[src/rtl/hazard_ctrl_if.sv]
// ---------------------------------------------------------------------------
// hazard_ctrl_if
//   Bundle between the pipeline datapath and the hazard control unit.
//   Decode / id-ex / ex-mem status flows into the control unit. Register
//   write-enables and flushes flow back out to the pipeline registers.
//
//   modport slave  : the hazard control unit (consumes status, drives controls)
//   modport master : the pipeline datapath   (drives status, consumes controls)
//
//   Status  : id_SrcReg1, id_SrcReg2, id_uses_src2, id_branch_taken,
//             ex_Data_Mem_en, ex_Data_Mem_wr, ex_WriteReg, ex_DstReg,
//             mem_access
//   Control : pc_en, ifid_en, ifid_flush, idex_en, idex_flush,
//             exmem_en, memwb_en, stall
//   Optional (HAZ_PERF_CNT_EN defined): stall_cycles, flush_count
// ---------------------------------------------------------------------------
interface hazard_ctrl_if;
  logic [3:0]  id_SrcReg1;
  logic [3:0]  id_SrcReg2;
  logic        id_uses_src2;
  logic        id_branch_taken;
  logic        ex_Data_Mem_en;
  logic        ex_Data_Mem_wr;
  logic        ex_WriteReg;
  logic [3:0]  ex_DstReg;
  logic        mem_access;

  logic        pc_en;
  logic        ifid_en;
  logic        ifid_flush;
  logic        idex_en;
  logic        idex_flush;
  logic        exmem_en;
  logic        memwb_en;
  logic        stall;
`ifdef HAZ_PERF_CNT_EN
  logic [15:0] stall_cycles;
  logic [15:0] flush_count;
`endif

  modport slave (
    input  id_SrcReg1, id_SrcReg2, id_uses_src2, id_branch_taken,
           ex_Data_Mem_en, ex_Data_Mem_wr, ex_WriteReg, ex_DstReg, mem_access,
    output pc_en, ifid_en, ifid_flush, idex_en, idex_flush,
           exmem_en, memwb_en, stall
`ifdef HAZ_PERF_CNT_EN
  , output stall_cycles, flush_count
`endif
  );

  modport master (
    output id_SrcReg1, id_SrcReg2, id_uses_src2, id_branch_taken,
           ex_Data_Mem_en, ex_Data_Mem_wr, ex_WriteReg, ex_DstReg, mem_access,
    input  pc_en, ifid_en, ifid_flush, idex_en, idex_flush,
           exmem_en, memwb_en, stall
`ifdef HAZ_PERF_CNT_EN
  , input  stall_cycles, flush_count
`endif
  );
endinterface : hazard_ctrl_if

[src/rtl/hazard_ctrl.sv]
// ---------------------------------------------------------------------------
// hazard_ctrl
//   Pipeline control unit. Drives the write-enables and flushes of the
//   pc, if/id, id/ex, ex/mem and mem/wb registers.
//     - load-use hazard : hold pc and if/id, bubble id/ex for one cycle
//     - taken branch    : squash if/id
//     - data-memory access taking MEM_LAT cycles: freeze the whole pipeline
//       for MEM_LAT-1 cycles, advancing on the MEM_LAT-th
//   Priority: memory freeze > load-use > taken branch.
//
//   Ports
//     clk  : clock
//     rst  : synchronous active-high reset
//     bus  : hazard_ctrl_if.slave (status in, pipeline controls out)
//
//   Parameters
//     MEM_LAT : cycles a data-memory access occupies MEM (1..15);
//               1 disables the memory freeze entirely
//     LW_OP   : load-word opcode, kept for debug comparison only
//
//   Optional build macro HAZ_PERF_CNT_EN adds saturating 16-bit
//   performance counters bus.stall_cycles and bus.flush_count.
// ---------------------------------------------------------------------------
module hazard_ctrl #(
  parameter int         MEM_LAT = 4,
  parameter logic [3:0] LW_OP   = 4'b1000
) (
  input  logic          clk,
  input  logic          rst,
  hazard_ctrl_if.slave  bus
);

  typedef enum logic {
    IDLE     = 1'b0,
    MEM_WAIT = 1'b1
  } state_t;

  // The access cycle itself is the first stall cycle, so the counter covers
  // the remaining MEM_LAT-2 stall cycles before the release cycle.
  localparam bit         MEM_STALL_ON = (MEM_LAT > 1);
  localparam logic [3:0] CNT_INIT     = 4'((MEM_LAT > 1) ? (MEM_LAT - 2) : 0);

  if ((MEM_LAT < 1) || (MEM_LAT > 15)) begin : g_bad_mem_lat
    $error("hazard_ctrl: MEM_LAT must be within 1..15");
  end
  if (LW_OP == 4'b0000) begin : g_bad_lw_op
    $error("hazard_ctrl: LW_OP must be a non-zero opcode");
  end

  state_t     r_state;
  state_t     w_state_nxt;
  logic [3:0] r_cnt;
  logic [3:0] w_cnt_nxt;
  logic       w_freeze;
  logic       w_load_use;

  logic       w_pc_en;
  logic       w_ifid_en;
  logic       w_ifid_flush;
  logic       w_idex_en;
  logic       w_idex_flush;
  logic       w_exmem_en;
  logic       w_memwb_en;
  logic       w_stall;

  // Load in EX whose destination is read by the instruction in decode.
  // R0 is hardwired, so a load to R0 never creates a dependency.
  assign w_load_use = bus.ex_Data_Mem_en & ~bus.ex_Data_Mem_wr &
                      bus.ex_WriteReg & (bus.ex_DstReg != 4'd0) &
                      ((bus.ex_DstReg == bus.id_SrcReg1) |
                       (bus.id_uses_src2 & (bus.ex_DstReg == bus.id_SrcReg2)));

  // NOTE: sequential state uses non-blocking assignments so every register
  // samples the pre-edge values regardless of statement order.
  always_ff @(posedge clk) begin
    if (rst) begin
      r_state <= IDLE;
      r_cnt   <= 4'd0;
    end else begin
      r_state <= w_state_nxt;
      r_cnt   <= w_cnt_nxt;
    end
  end

  // NOTE: every signal written in a combinational block gets a default
  // first; a path that leaves one unassigned would infer a latch.
  always_comb begin
    w_state_nxt = r_state;
    w_cnt_nxt   = r_cnt;
    w_freeze    = 1'b0;
    unique case (r_state)
      IDLE: begin
        if (MEM_STALL_ON && bus.mem_access) begin
          w_freeze    = 1'b1;
          w_cnt_nxt   = CNT_INIT;
          w_state_nxt = MEM_WAIT;
        end
      end
      MEM_WAIT: begin
        if (r_cnt != 4'd0) begin
          w_freeze  = 1'b1;
          w_cnt_nxt = r_cnt - 4'd1;
        end else begin
          // Release cycle: the access still sitting in ex/mem must not be
          // seen as a new one, so mem_access is not examined here.
          w_state_nxt = IDLE;
        end
      end
      default: w_state_nxt = IDLE;
    endcase
  end

  always_comb begin
    w_pc_en      = 1'b1;
    w_ifid_en    = 1'b1;
    w_ifid_flush = 1'b0;
    w_idex_en    = 1'b1;
    w_idex_flush = 1'b0;
    w_exmem_en   = 1'b1;
    w_memwb_en   = 1'b1;
    w_stall      = 1'b0;
    if (rst) begin
      w_pc_en    = 1'b0;
      w_ifid_en  = 1'b0;
      w_idex_en  = 1'b0;
      w_exmem_en = 1'b0;
      w_memwb_en = 1'b0;
    end else if (w_freeze) begin
      // Whole pipeline frozen; flushes stay low so nothing is lost.
      w_pc_en    = 1'b0;
      w_ifid_en  = 1'b0;
      w_idex_en  = 1'b0;
      w_exmem_en = 1'b0;
      w_memwb_en = 1'b0;
      w_stall    = 1'b1;
    end else if (w_load_use) begin
      // Hold fetch/decode and bubble id/ex. A concurrent taken branch is
      // not flushed; decode re-resolves it on the replayed cycle.
      w_pc_en      = 1'b0;
      w_ifid_en    = 1'b0;
      w_idex_flush = 1'b1;
      w_stall      = 1'b1;
    end else if (bus.id_branch_taken) begin
      w_ifid_flush = 1'b1;
    end
  end

  assign bus.pc_en      = w_pc_en;
  assign bus.ifid_en    = w_ifid_en;
  assign bus.ifid_flush = w_ifid_flush;
  assign bus.idex_en    = w_idex_en;
  assign bus.idex_flush = w_idex_flush;
  assign bus.exmem_en   = w_exmem_en;
  assign bus.memwb_en   = w_memwb_en;
  assign bus.stall      = w_stall;

`ifdef HAZ_PERF_CNT_EN
  logic [15:0] r_stall_cycles;
  logic [15:0] r_flush_count;

  always_ff @(posedge clk) begin
    if (rst) begin
      r_stall_cycles <= 16'd0;
      r_flush_count  <= 16'd0;
    end else begin
      if (w_stall && (r_stall_cycles != 16'hFFFF)) begin
        r_stall_cycles <= r_stall_cycles + 16'd1;
      end
      if ((w_ifid_flush || w_idex_flush) && (r_flush_count != 16'hFFFF)) begin
        r_flush_count <= r_flush_count + 16'd1;
      end
    end
  end

  assign bus.stall_cycles = r_stall_cycles;
  assign bus.flush_count  = r_flush_count;
`endif

endmodule : hazard_ctrl

[src/flat_wrapper.sv]
// flat-port wrapper written by rule: the top's interface ports become plain ports
module hazard_ctrl_flat 
#(
  parameter int         MEM_LAT = 4,
  parameter logic [3:0] LW_OP   = 4'b1000
)
  (clk, rst, bus_id_SrcReg1, bus_id_SrcReg2, bus_id_uses_src2, bus_id_branch_taken, bus_ex_Data_Mem_en, bus_ex_Data_Mem_wr, bus_ex_WriteReg, bus_ex_DstReg, bus_mem_access, bus_pc_en, bus_ifid_en, bus_ifid_flush, bus_idex_en, bus_idex_flush, bus_exmem_en, bus_memwb_en, bus_stall);
  hazard_ctrl_if bus_i ();
  input  logic clk;
  input  logic rst;
  input wire logic [$bits(bus_i.id_SrcReg1)-1:0] bus_id_SrcReg1;
  input wire logic [$bits(bus_i.id_SrcReg2)-1:0] bus_id_SrcReg2;
  input wire logic [$bits(bus_i.id_uses_src2)-1:0] bus_id_uses_src2;
  input wire logic [$bits(bus_i.id_branch_taken)-1:0] bus_id_branch_taken;
  input wire logic [$bits(bus_i.ex_Data_Mem_en)-1:0] bus_ex_Data_Mem_en;
  input wire logic [$bits(bus_i.ex_Data_Mem_wr)-1:0] bus_ex_Data_Mem_wr;
  input wire logic [$bits(bus_i.ex_WriteReg)-1:0] bus_ex_WriteReg;
  input wire logic [$bits(bus_i.ex_DstReg)-1:0] bus_ex_DstReg;
  input wire logic [$bits(bus_i.mem_access)-1:0] bus_mem_access;
  output wire logic [$bits(bus_i.pc_en)-1:0] bus_pc_en;
  output wire logic [$bits(bus_i.ifid_en)-1:0] bus_ifid_en;
  output wire logic [$bits(bus_i.ifid_flush)-1:0] bus_ifid_flush;
  output wire logic [$bits(bus_i.idex_en)-1:0] bus_idex_en;
  output wire logic [$bits(bus_i.idex_flush)-1:0] bus_idex_flush;
  output wire logic [$bits(bus_i.exmem_en)-1:0] bus_exmem_en;
  output wire logic [$bits(bus_i.memwb_en)-1:0] bus_memwb_en;
  output wire logic [$bits(bus_i.stall)-1:0] bus_stall;
  assign bus_i.id_SrcReg1 = bus_id_SrcReg1;
  assign bus_i.id_SrcReg2 = bus_id_SrcReg2;
  assign bus_i.id_uses_src2 = bus_id_uses_src2;
  assign bus_i.id_branch_taken = bus_id_branch_taken;
  assign bus_i.ex_Data_Mem_en = bus_ex_Data_Mem_en;
  assign bus_i.ex_Data_Mem_wr = bus_ex_Data_Mem_wr;
  assign bus_i.ex_WriteReg = bus_ex_WriteReg;
  assign bus_i.ex_DstReg = bus_ex_DstReg;
  assign bus_i.mem_access = bus_mem_access;
  assign bus_pc_en = bus_i.pc_en;
  assign bus_ifid_en = bus_i.ifid_en;
  assign bus_ifid_flush = bus_i.ifid_flush;
  assign bus_idex_en = bus_i.idex_en;
  assign bus_idex_flush = bus_i.idex_flush;
  assign bus_exmem_en = bus_i.exmem_en;
  assign bus_memwb_en = bus_i.memwb_en;
  assign bus_stall = bus_i.stall;
  hazard_ctrl #(.MEM_LAT(MEM_LAT), .LW_OP(LW_OP)) u_core (.clk(clk), .rst(rst), .bus(bus_i));
endmodule
[config.mk]
export PLATFORM = sky130hd
export DESIGN_NAME = hazard_ctrl_flat
export DESIGN_NICKNAME = d
export VERILOG_FILES = /design/src/rtl/hazard_ctrl_if.sv /design/src/rtl/hazard_ctrl.sv /design/src/flat_wrapper.sv
export SDC_FILE = /design/constraint.sdc
export NUM_CORES = 1
export LEC_CHECK = 0
export CORE_AREA = 2 2 39 41
export DETAILED_ROUTE_END_ITERATION = 10
export DIE_AREA = 0 0 41 43
export HOLD_SLACK_MARGIN = 0.08
export MAX_ROUTING_LAYER = met4
export PLACE_DENSITY_LB_ADDON = 0.05
export SLEW_MARGIN = 20
export SYNTH_ARGS = -nofsm -noshare
export SYNTH_HDL_FRONTEND = slang
export SYNTH_SLANG_ARGS = --single-unit
[constraint.sdc]
create_clock -name clk -period 2.78 [get_ports clk]
set_input_delay 0.556 -clock clk [delete_from_list [all_inputs] [get_ports clk]]
set_output_delay 0.556 -clock clk [all_outputs]
set_load 0.1 [all_outputs]
Yosys cells after proc, flatten, opt, wreduce, memory -nomap -nowiden:

Index checks and enable logic that the tools add are counted.
W data, S select, Z words.

* logic and storage cells: 38
* register bits: 5
* bits of input ports: 20

* equality and inequality tests: 4
* bitwise operators: 8
* add/subtract/negate cells: 1
* muxes and demuxes: 20
* reduce and logical (&&, ||, !) cells: 3

Operator list (number)
* $mux W1: 16
* $eq A4 B4 Y1: 2
* $mux W4: 2
* $pmux W4 S2: 1
* $reduce_bool A4 Y1: 2
* $and A1 B1 Y1: 5
* $ne A2 B2 Y1 const B: 2
* $sub A4 B1 Y4 const B: 1
* $not A1 Y1: 2
* $pmux W1 S2: 1
* $reduce_and A2 Y1: 1
* $or A1 B1 Y1: 1

Depth between registers and ports, before layout:

Gate-level depths: netlist of run 1.

* depth in word-level cells: 8
* depth in mapped cells: 6

Least setup slack after synthesis of run 1:

OpenSTA, ideal clock, no wires.

* path type: input to output
* start point: input bus_ex_DstReg[1]
* end point: output bus_pc_en
* setup slack: -1.479 ns
* data required time: 2.224 ns
* arrival: 3.703 ns
* cell stages on the path: 5
* buffers on the path: 1
* cells stage by stage: nor4_2 -> nand2b_1 -> o22ai_1 -> nor3_1 -> buf_4

* word-level cells in the longest chain between the ends: 7

RTL lines
* from (decl): line flat_wrapper.sv:18 `input wire logic [$bits(bus_i.ex_DstReg)-1:0] bus_ex_DstReg;`
* $eq A4 B4 Y1: line hazard_ctrl.sv:71 `(bus.id_uses_src2 & (bus.ex_DstReg == bus.id_SrcReg2)));`
* $and A1 B1 Y1: line hazard_ctrl.sv:71
* $or A1 B1 Y1: line hazard_ctrl.sv:70 `((bus.ex_DstReg == bus.id_SrcReg1) |`
* $and A1 B1 Y1 (*): line hazard_ctrl.sv:69 `bus.ex_WriteReg & (bus.ex_DstReg != 4'd0) &`
* $mux W1 (*) (3 in a row)
* to (decl): line flat_wrapper.sv:20 `output wire logic [$bits(bus_i.pc_en)-1:0] bus_pc_en;`

Mark *: on every way between the ends. The rest lies on a longest branch, timed or not.

Final worst setup path of run 1:

* start point: input bus_ex_DstReg[0]
* end point: output bus_stall

* word-level cells in the longest chain between the ends: 7

RTL lines
* $eq A4 B4 Y1: line hazard_ctrl.sv:71
* $and A1 B1 Y1: line hazard_ctrl.sv:71
* $or A1 B1 Y1: line hazard_ctrl.sv:70
* $and A1 B1 Y1 (*): line hazard_ctrl.sv:69
* $mux W1 (*): line hazard_ctrl.sv:136 `end else if (w_load_use) begin`
* $mux W1 (*): line hazard_ctrl.sv:128 `end else if (w_freeze) begin`
* $mux W1 (*): line hazard_ctrl.sv:122 `if (rst) begin`
* to (decl): line flat_wrapper.sv:27 `output wire logic [$bits(bus_i.stall)-1:0] bus_stall;`

Marked as above.

==> qor.csv, run 1 <==
stage;metric;value;unit
sta;fmax;369;MHz
sta;skew;0.000435;ns
clock_network;cts.clk_slew.worst_paths;0.04;ns
critical_path;timing.rr.start;u_core.r_cnt[1];
power;switching_power;0.148;mW
global_route;grt_max_degree;8;
hold_path;hp-start;u_core.r_cnt[3];
global_route;grt_first_pass_wirelength;1470;um
floorplan;die_area;1760;um^2
finish;area_growth;91.7;%
synthesis;synth_cell_types;24;
critical_path;critical_path_arrival;2.15;ns
routing;ant_nets;0;
routing;via_per_inst;4.78;
sta;setup_ws;0.0732;ns
routing;drt_pass1_iterations;3;
global_route;grt_pass1_vias;433;
critical_path;crit_chain;clkdlybuf4s50_1 > nor4_2 > nand4b_1 > nor3_1 > or3_1 > buf_12;
sta;maxSlewViolCount;0;
critical_path;critPathTopFamily;simple AND/OR/NAND/NOR gates;
place;numPortBuffers;27;
finish;n_antenna_cell;0;
power;power_density;436;nW/um^2
critical_path;regToRegSetupSlack;1.21;ns
clock_network;clock_latency;0.23;ns
power;switching_share;40.4;%
global_route;grt_antenna_before_repair;0;
clock_network;cts_root_buf;clkbuf_4;
critical_path;critPathSlowestCell;clkdlybuf4s50_1;
power;peakVddDrop;0.000298;V
finish;fill_cells;126;
floorplan;coreArea;1380;um^2
power;p_comb_share;55.6;%
sta;rsz0062_at_grt;no;
global_route;gr-usage-met1;13.2;%
sta;relSlewSlack;72.2;%
sta;setup_viol;0;
clock_network;cts_buffers;3;
run_status;outcome;completed;
finish;drive_above_1_share;24.4;%
critical_path;rr_endpoint;u_core.r_cnt[1];
critical_path;reg2regPathDepth;6;
finish;fin_nets;104;
clock_network;cts_hold_buf;0;
finish;fin_cells;98;
routing;vias;468;
global_route;grt_overflow_total;0;
place;place_congestion;0.663;
hold_path;hold-path-endpoint;u_core.r_cnt[2];
power;p_clk_share;21.9;%
clock_network;htreeDepth;1;
global_route;grt-busiest-layer;met2;
synthesis;ys_warn_count;0;
hold_path;holdPathStages;2;
place;preCtsSetupSlack;0.0408;ns
global_route;use_met3;3.14;%
routing;finalWirelength;1020;um
sta;worst_slew_pin_slew;0.417;ns
flow_run;drv_cap;0;
power;seq_power_share;22.6;%
place;dp_cells;94;
finish;finalCoreUtilization;60.5;%
power;p_int;0.218;mW
synthesis;yosys-top-cells-area;dfxtp_1, xnor2_1, nor2b_1;
floorplan;fp.dieH;43;um
hold_path;hold_path.class;register to register;
synthesis;synth_top_area_share;22.9;%
floorplan;die_w;41;um
floorplan;start_util;31.6;%
synthesis;syn_nets;75;
sta;period_share;97.4;%
clock_network;cts_tree;yes;
synthesis;synthCells;54;
power;power.leakage;0.310;nW
critical_path;cp-start-kind;primary input;
global_route;grt_util_all_layers;12.4;%
floorplan;io_pins;28;
critical_path;crit_required;2.22;ns
synthesis;yosysSeqAreaShare;22.9;%
synthesis;synth_top_cell_by_area;dfxtp_1;
critical_path;slowest_delay;0.48;ns
synthesis;syn_area;437;um^2
sta;period_minus_slack;2.71;ns
clock_network;cts_buffer_depth;2;
critical_path;cp_max_fo;3;
sta;final_hold_viol_count;0;
synthesis;syn-mean-instance-area;8.09;um^2
synthesis;ys_seq_elements;5;
critical_path;end_kind;output port;
global_route;met2_usage;19.4;%
critical_path;critPathBufInv;2;
clock_network;clock_sinks;5;
routing;wire_per_inst;10.4;um
place;dp_hpwl;877;um
sta;setup_tns;0;ns
routing;drc;0;
critical_path;critPathKind;primary input to output port;
routing;drtIter0Drc;5;
floorplan;row_count;14;
how the worst max path moves through the flow:
stage	from	endpoint	slack [ns]	depth (start not counted)
after floorplan	bus_ex_DstReg[1]	bus_pc_en	0.004	5
after CTS	bus_ex_DstReg[1]	bus_stall	0.04	6
final	bus_ex_DstReg[0]	bus_stall	0.07	6
after detailed placement	bus_ex_DstReg[1]	bus_stall	0.04	6
after global placement	bus_ex_DstReg[1]	bus_stall	0.06	6
after global routing	bus_ex_DstReg[0]	bus_stall	0.0003	6
cells in the final DEF, fill, tap and decap left out, types with 3 or more instances in the layout:
| cell type | n |
|---|---|
| buf_12 | 8 |
| clkbuf_4 | 3 |
| clkdlybuf4s50_1 | 18 |
| dfxtp_1 | 5 |
| nand3_1 | 3 |
| nor2_1 | 3 |
| nor2b_1 | 4 |
| nor3_1 | 3 |
| o21ai_0 | 3 |
| xnor2_1 | 8 |
through the flow:
step           total power [mW]  instance area, um^2  hold slack (ns)
2_1_floorplan             0.215                  477            0.462
3_3_place_gp              0.287                  808            0.485
3_5_place_dp              0.287                  808            0.491
4_1_cts                   0.371                  835            0.497
5_1_grt                   0.385                  837            0.521
6_report                  0.365                  837            0.501
flip-flops by register name (all words and copies together) (netlist names):
| name | flops |
|---|---|
| u_core.r_cnt | 4 |
| u_core.r_state | 1 |
cell usage after synthesis, drive strengths merged:
cell	instances
xnor2	8
o21ai	3
and2b	1
nor4	1
o22ai	1
nand3	3
nand2b	2
a311oi	1
a21oi	3
buf	4
nor2	4
mux2	1
and3b	2
nor3	4
dfxtp	5
ha	1
nand4	1
nand4b	1
inv	2
or3	1
nor2b	4
and2	1
tightest hold or removal path, stage by stage (launching register included):
cell	delay, ns
dfxtp_1	0.32
nand3_1	0.07
a21oi_1	0.06
routing by layer:
metal,wire length (um),vias up
met2,522,16
met4,0,0
met1,428,208
li1,-,244
met3,67,0
met5,0,-
cells by family (layout without fill, tap and decap cells):
family	Yosys count	after routing	share of synthesized area, %
fa+ha+maj	1	1	2.86
mux	1	1	2.58
flops	5	5	22.9
simple gates	25	25	35.0
compound gates	8	8	11.2
xor+xnor	8	8	16.0
buf+inv	6	34	9.46
final cells by class:
type                       instances  area, um^2  area share [%]
tap                               16        20.0            2.39
inverter                           2        7.51           0.897
timing repair buffer              28         360            43.0
sequential                         5         100            12.0
multi-input combinational         43         323            38.6
clock buffer                       4        26.3            3.14
what timing repair did:
item / 4_1_cts / 5_1_grt
setup endpoints to repair: 0 / 3
setup buffers: 0 / 0
resized for setup: 0 / 1
power by group through the flow:
stage          registers [mW]  clock network [mW]  logic, mW
3_3_place_gp           0.0833                   0      0.203
3_5_place_dp           0.0834                   0      0.204
2_1_floorplan          0.0821                   0      0.133
4_1_cts                0.0822              0.0842      0.205
5_1_grt                0.0830              0.0896      0.212
6_report               0.0824              0.0799      0.203
No activity file was read; power rests on OpenSTA's default activity.
==> inputs of run 2 (changes only) <==
--- a/config.mk
+++ b/config.mk
@@ -10,7 +10,8 @@
 export DIE_AREA = 0 0 41 43
 export HOLD_SLACK_MARGIN = 0.08
 export MAX_ROUTING_LAYER = met4
-export PLACE_DENSITY_LB_ADDON = 0.05
+export PLACE_DENSITY = 0.74
+export RECOVER_POWER = 50
 export SLEW_MARGIN = 20
 export SYNTH_ARGS = -nofsm -noshare
 export SYNTH_HDL_FRONTEND = slang
==> constraint.sdc (replaced) <==
create_clock -name clk -period 3.45 [get_ports clk]
set_input_delay 0.69 -clock clk [delete_from_list [all_inputs] [get_ports clk]]
set_output_delay 0.69 -clock clk [all_outputs]
set_load 0.1 [all_outputs]
==> run 2 against run 1 <==
Effect of this change: cell area is 8.8% lower; clock power is 17% lower; register-to-register slack better by 0.65 ns; wire length is 10% lower; via count is 5.1% lower; critical path type unchanged; clock-buffer cell count stayed put; power is 24% lower; largest cell class unchanged; critical path depth stayed put; worst setup slack better by 0.36 ns; largest power group unchanged.
==> qor.csv, run 2 (synthesized netlist as in run 1, its figures left out) <==
stage;metric;value;unit;change
global_route;grt_util_all_layers;13.2;%;+0.71 points
clock_network;cts_buffers;3;;unchanged
global_route;grt_max_degree;10;;+2
power;power.leakage;0.282;nW;-9.1%
power;peakVddDrop;0.000142;V;-53%
sta;setup_viol;0;;unchanged
finish;largest_register;u_core.r_cnt;;
global_route;grt_first_pass_wirelength;1570;um;+6.6%
floorplan;row_count;14;;unchanged
place;dp_cells;93;;-1.1%
critical_path;end_kind;output port;;
finish;layout_common_cells;clkdlybuf4s50_1, xnor2_1, buf_12, dfxtp_1, nor2b_1;;
sta;worst_slew_pin_slew;0.540;ns;+0.123 ns
critical_path;critPathBufInv;2;;unchanged
routing;drt_pass1_iterations;2;;-1
power;power_density;365;nW/um^2;-16%
routing;wl_met2;514;um;-1.5%
sta;rsz0062_at_grt;no;;
clock_network;cts_hold_buf;0;;unchanged
routing;finalWirelength;915;um;-10%
global_route;grt_antenna_before_repair;0;;unchanged
run_status;outcome;completed;;
floorplan;coreArea;1380;um^2;unchanged
clock_network;clock_sinks;5;;unchanged
finish;reg_top3;u_core.r_cnt: 4 flops, u_core.r_state: 1 flops;;
place;preCtsSetupSlack;0.427;ns;+0.386 ns
routing;vias;444;;-5.1%
finish;drive_above_1_share;18.5;%;-5.9 points
routing;wire_per_inst;9.43;um;-9.3%
clock_network;htreeDepth;1;;unchanged
sta;final_hold_viol_count;0;;unchanged
clock_network;cts_buffer_depth;2;;unchanged
global_route;grt_pass1_vias;424;;-2.1%
place;dp_hpwl;812;um;-7.4%
finish;fin_cells;97;;-1.0%
floorplan;start_util;31.6;%;unchanged
clock_network;cts_tree;yes;;
routing;ant_nets;0;;unchanged
floorplan;io_pins;28;;unchanged
critical_path;cp_max_fo;3;;unchanged
finish;n_antenna_cell;0;;unchanged
finish;final_common_cell;clkdlybuf4s50_1;;
critical_path;critical_path_arrival;2.33;ns;+0.18 ns
critical_path;crit_required;2.76;ns;+0.54 ns
clock_network;cts.clk_slew.worst_paths;0.04;ns;about the same
routing;drtIter0Drc;4;;-1
flow_run;drv_cap;0;;unchanged
routing;met3_length;40;um;-40%
sta;maxSlewViolCount;0;;unchanged
sta;relSlewSlack;64.1;%;-8.0 points
floorplan;die_area;1760;um^2;unchanged
sta;period_minus_slack;3.02;ns;
clock_network;cts_setup_buffers;0;;unchanged
routing;highest_layer;met3;;
finish;fin_nets;103;;-0.96%
place;place_congestion;0.687;;+3.7%
routing;via_per_inst;4.58;;-4.2%
finish;largest_register_ffs;4;;unchanged
critical_path;cp-start-kind;primary input;;
critical_path;critPathSlowestCell;clkdlybuf4s50_1;;
sta;fmax;332;MHz;
global_route;grt_overflow_total;0;;unchanged
sta;setup_ws;0.435;ns;+0.362 ns
critical_path;critPathTopFamily;simple AND/OR/NAND/NOR gates;;
routing;m1WireLength;361;um;-16%
sta;skew;0.00337;ns;+0.00294 ns
hold_path;hold_path.class;register to register;;
clock_network;cts_root_buf;clkbuf_4;;
finish;area_growth;74.8;%;
routing;drc;0;;unchanged
critical_path;critPathKind;primary input to output port;;
clock_network;cts_repair_resize_count;0;;unchanged
critical_path;slowest_delay;0.48;ns;about the same
sta;hold_slack;0.490;ns;-0.0102 ns
critical_path;crit_chain;clkdlybuf4s50_1 > nor4_2 > nand2b_1 > o22ai_1 > nor3_2 > buf_12;;
place;numPortBuffers;27;;unchanged
floorplan;die_w;41;um;unchanged
floorplan;fp.dieH;43;um;unchanged
sta;period_share;87.4;%;
clock_network;clock_latency;0.24;ns;about the same
==> run 2: cell types whose count changed in the layout (fill, tap and decap cells not counted), sizes merged <==
cell          change
clkbuf            +1
dlymetal6s2s      -1
dlygate4sd3       +1
buf               -2
==> run 2: worst paths after layout <==
check / from / to / slack, ns / cells after the start
hold reg to reg: u_core.r_cnt[3] / u_core.r_cnt[2] / 0.49 / 2
hold / removal: u_core.r_cnt[3] / u_core.r_cnt[2] / 0.49 / 2
setup / recovery: bus_ex_DstReg[1] / bus_pc_en / 0.43 / 6
setup reg to reg: u_core.r_cnt[0] / u_core.r_cnt[1] / 1.86 / 6
==> run 2: cell type report <==
class / count / area [um^2]
tap: 16 / 20.0
sequential: 5 / 100
clock buffer: 4 / 26.3
fill: 139 / 621
multi-input combinational: 43 / 299
timing repair buffer: 27 / 310
inverter: 2 / 7.51
==> run 2: layer usage <==
metal | vias to the layer above | GRT usage, %
li1 | 239 | -
met1 | 189 | 14.4
met2 | 16 | 21.3
met3 | 0 | 1.57
met4 | 0 | 8.00
met5 | - | -
==> run 2: through the flow <==
stage / TNS (ns) / power, mW / instance area (um^2) / utilization (%)
finish: 0 / 0.279 / 763 / 55.2
global route: 0 / 0.297 / 763 / 55.2
CTS: 0 / 0.284 / 769 / 55.6
detailed placement: 0 / 0.216 / 743 / 53.7
global placement: 0 / 0.215 / 743 / 53.7
floorplan: -0.114 / 0.167 / 444 / -
==> run 2: worst register-to-register path: stages (launching register included) <==
cell      delay (ns)
dfxtp_1         0.32
inv_1           0.06
ha_1            0.22
nor2b_1         0.15
a21oi_1         0.43
nor2_1          0.08
a311oi_1        0.25
==> run 2: power breakdown <==
group	internal, mW	switching [mW]
Clock	0.0436	0.0225
Sequential	0.0624	0.00378
Combinational	0.0581	0.0881
Total	0.164	0.114
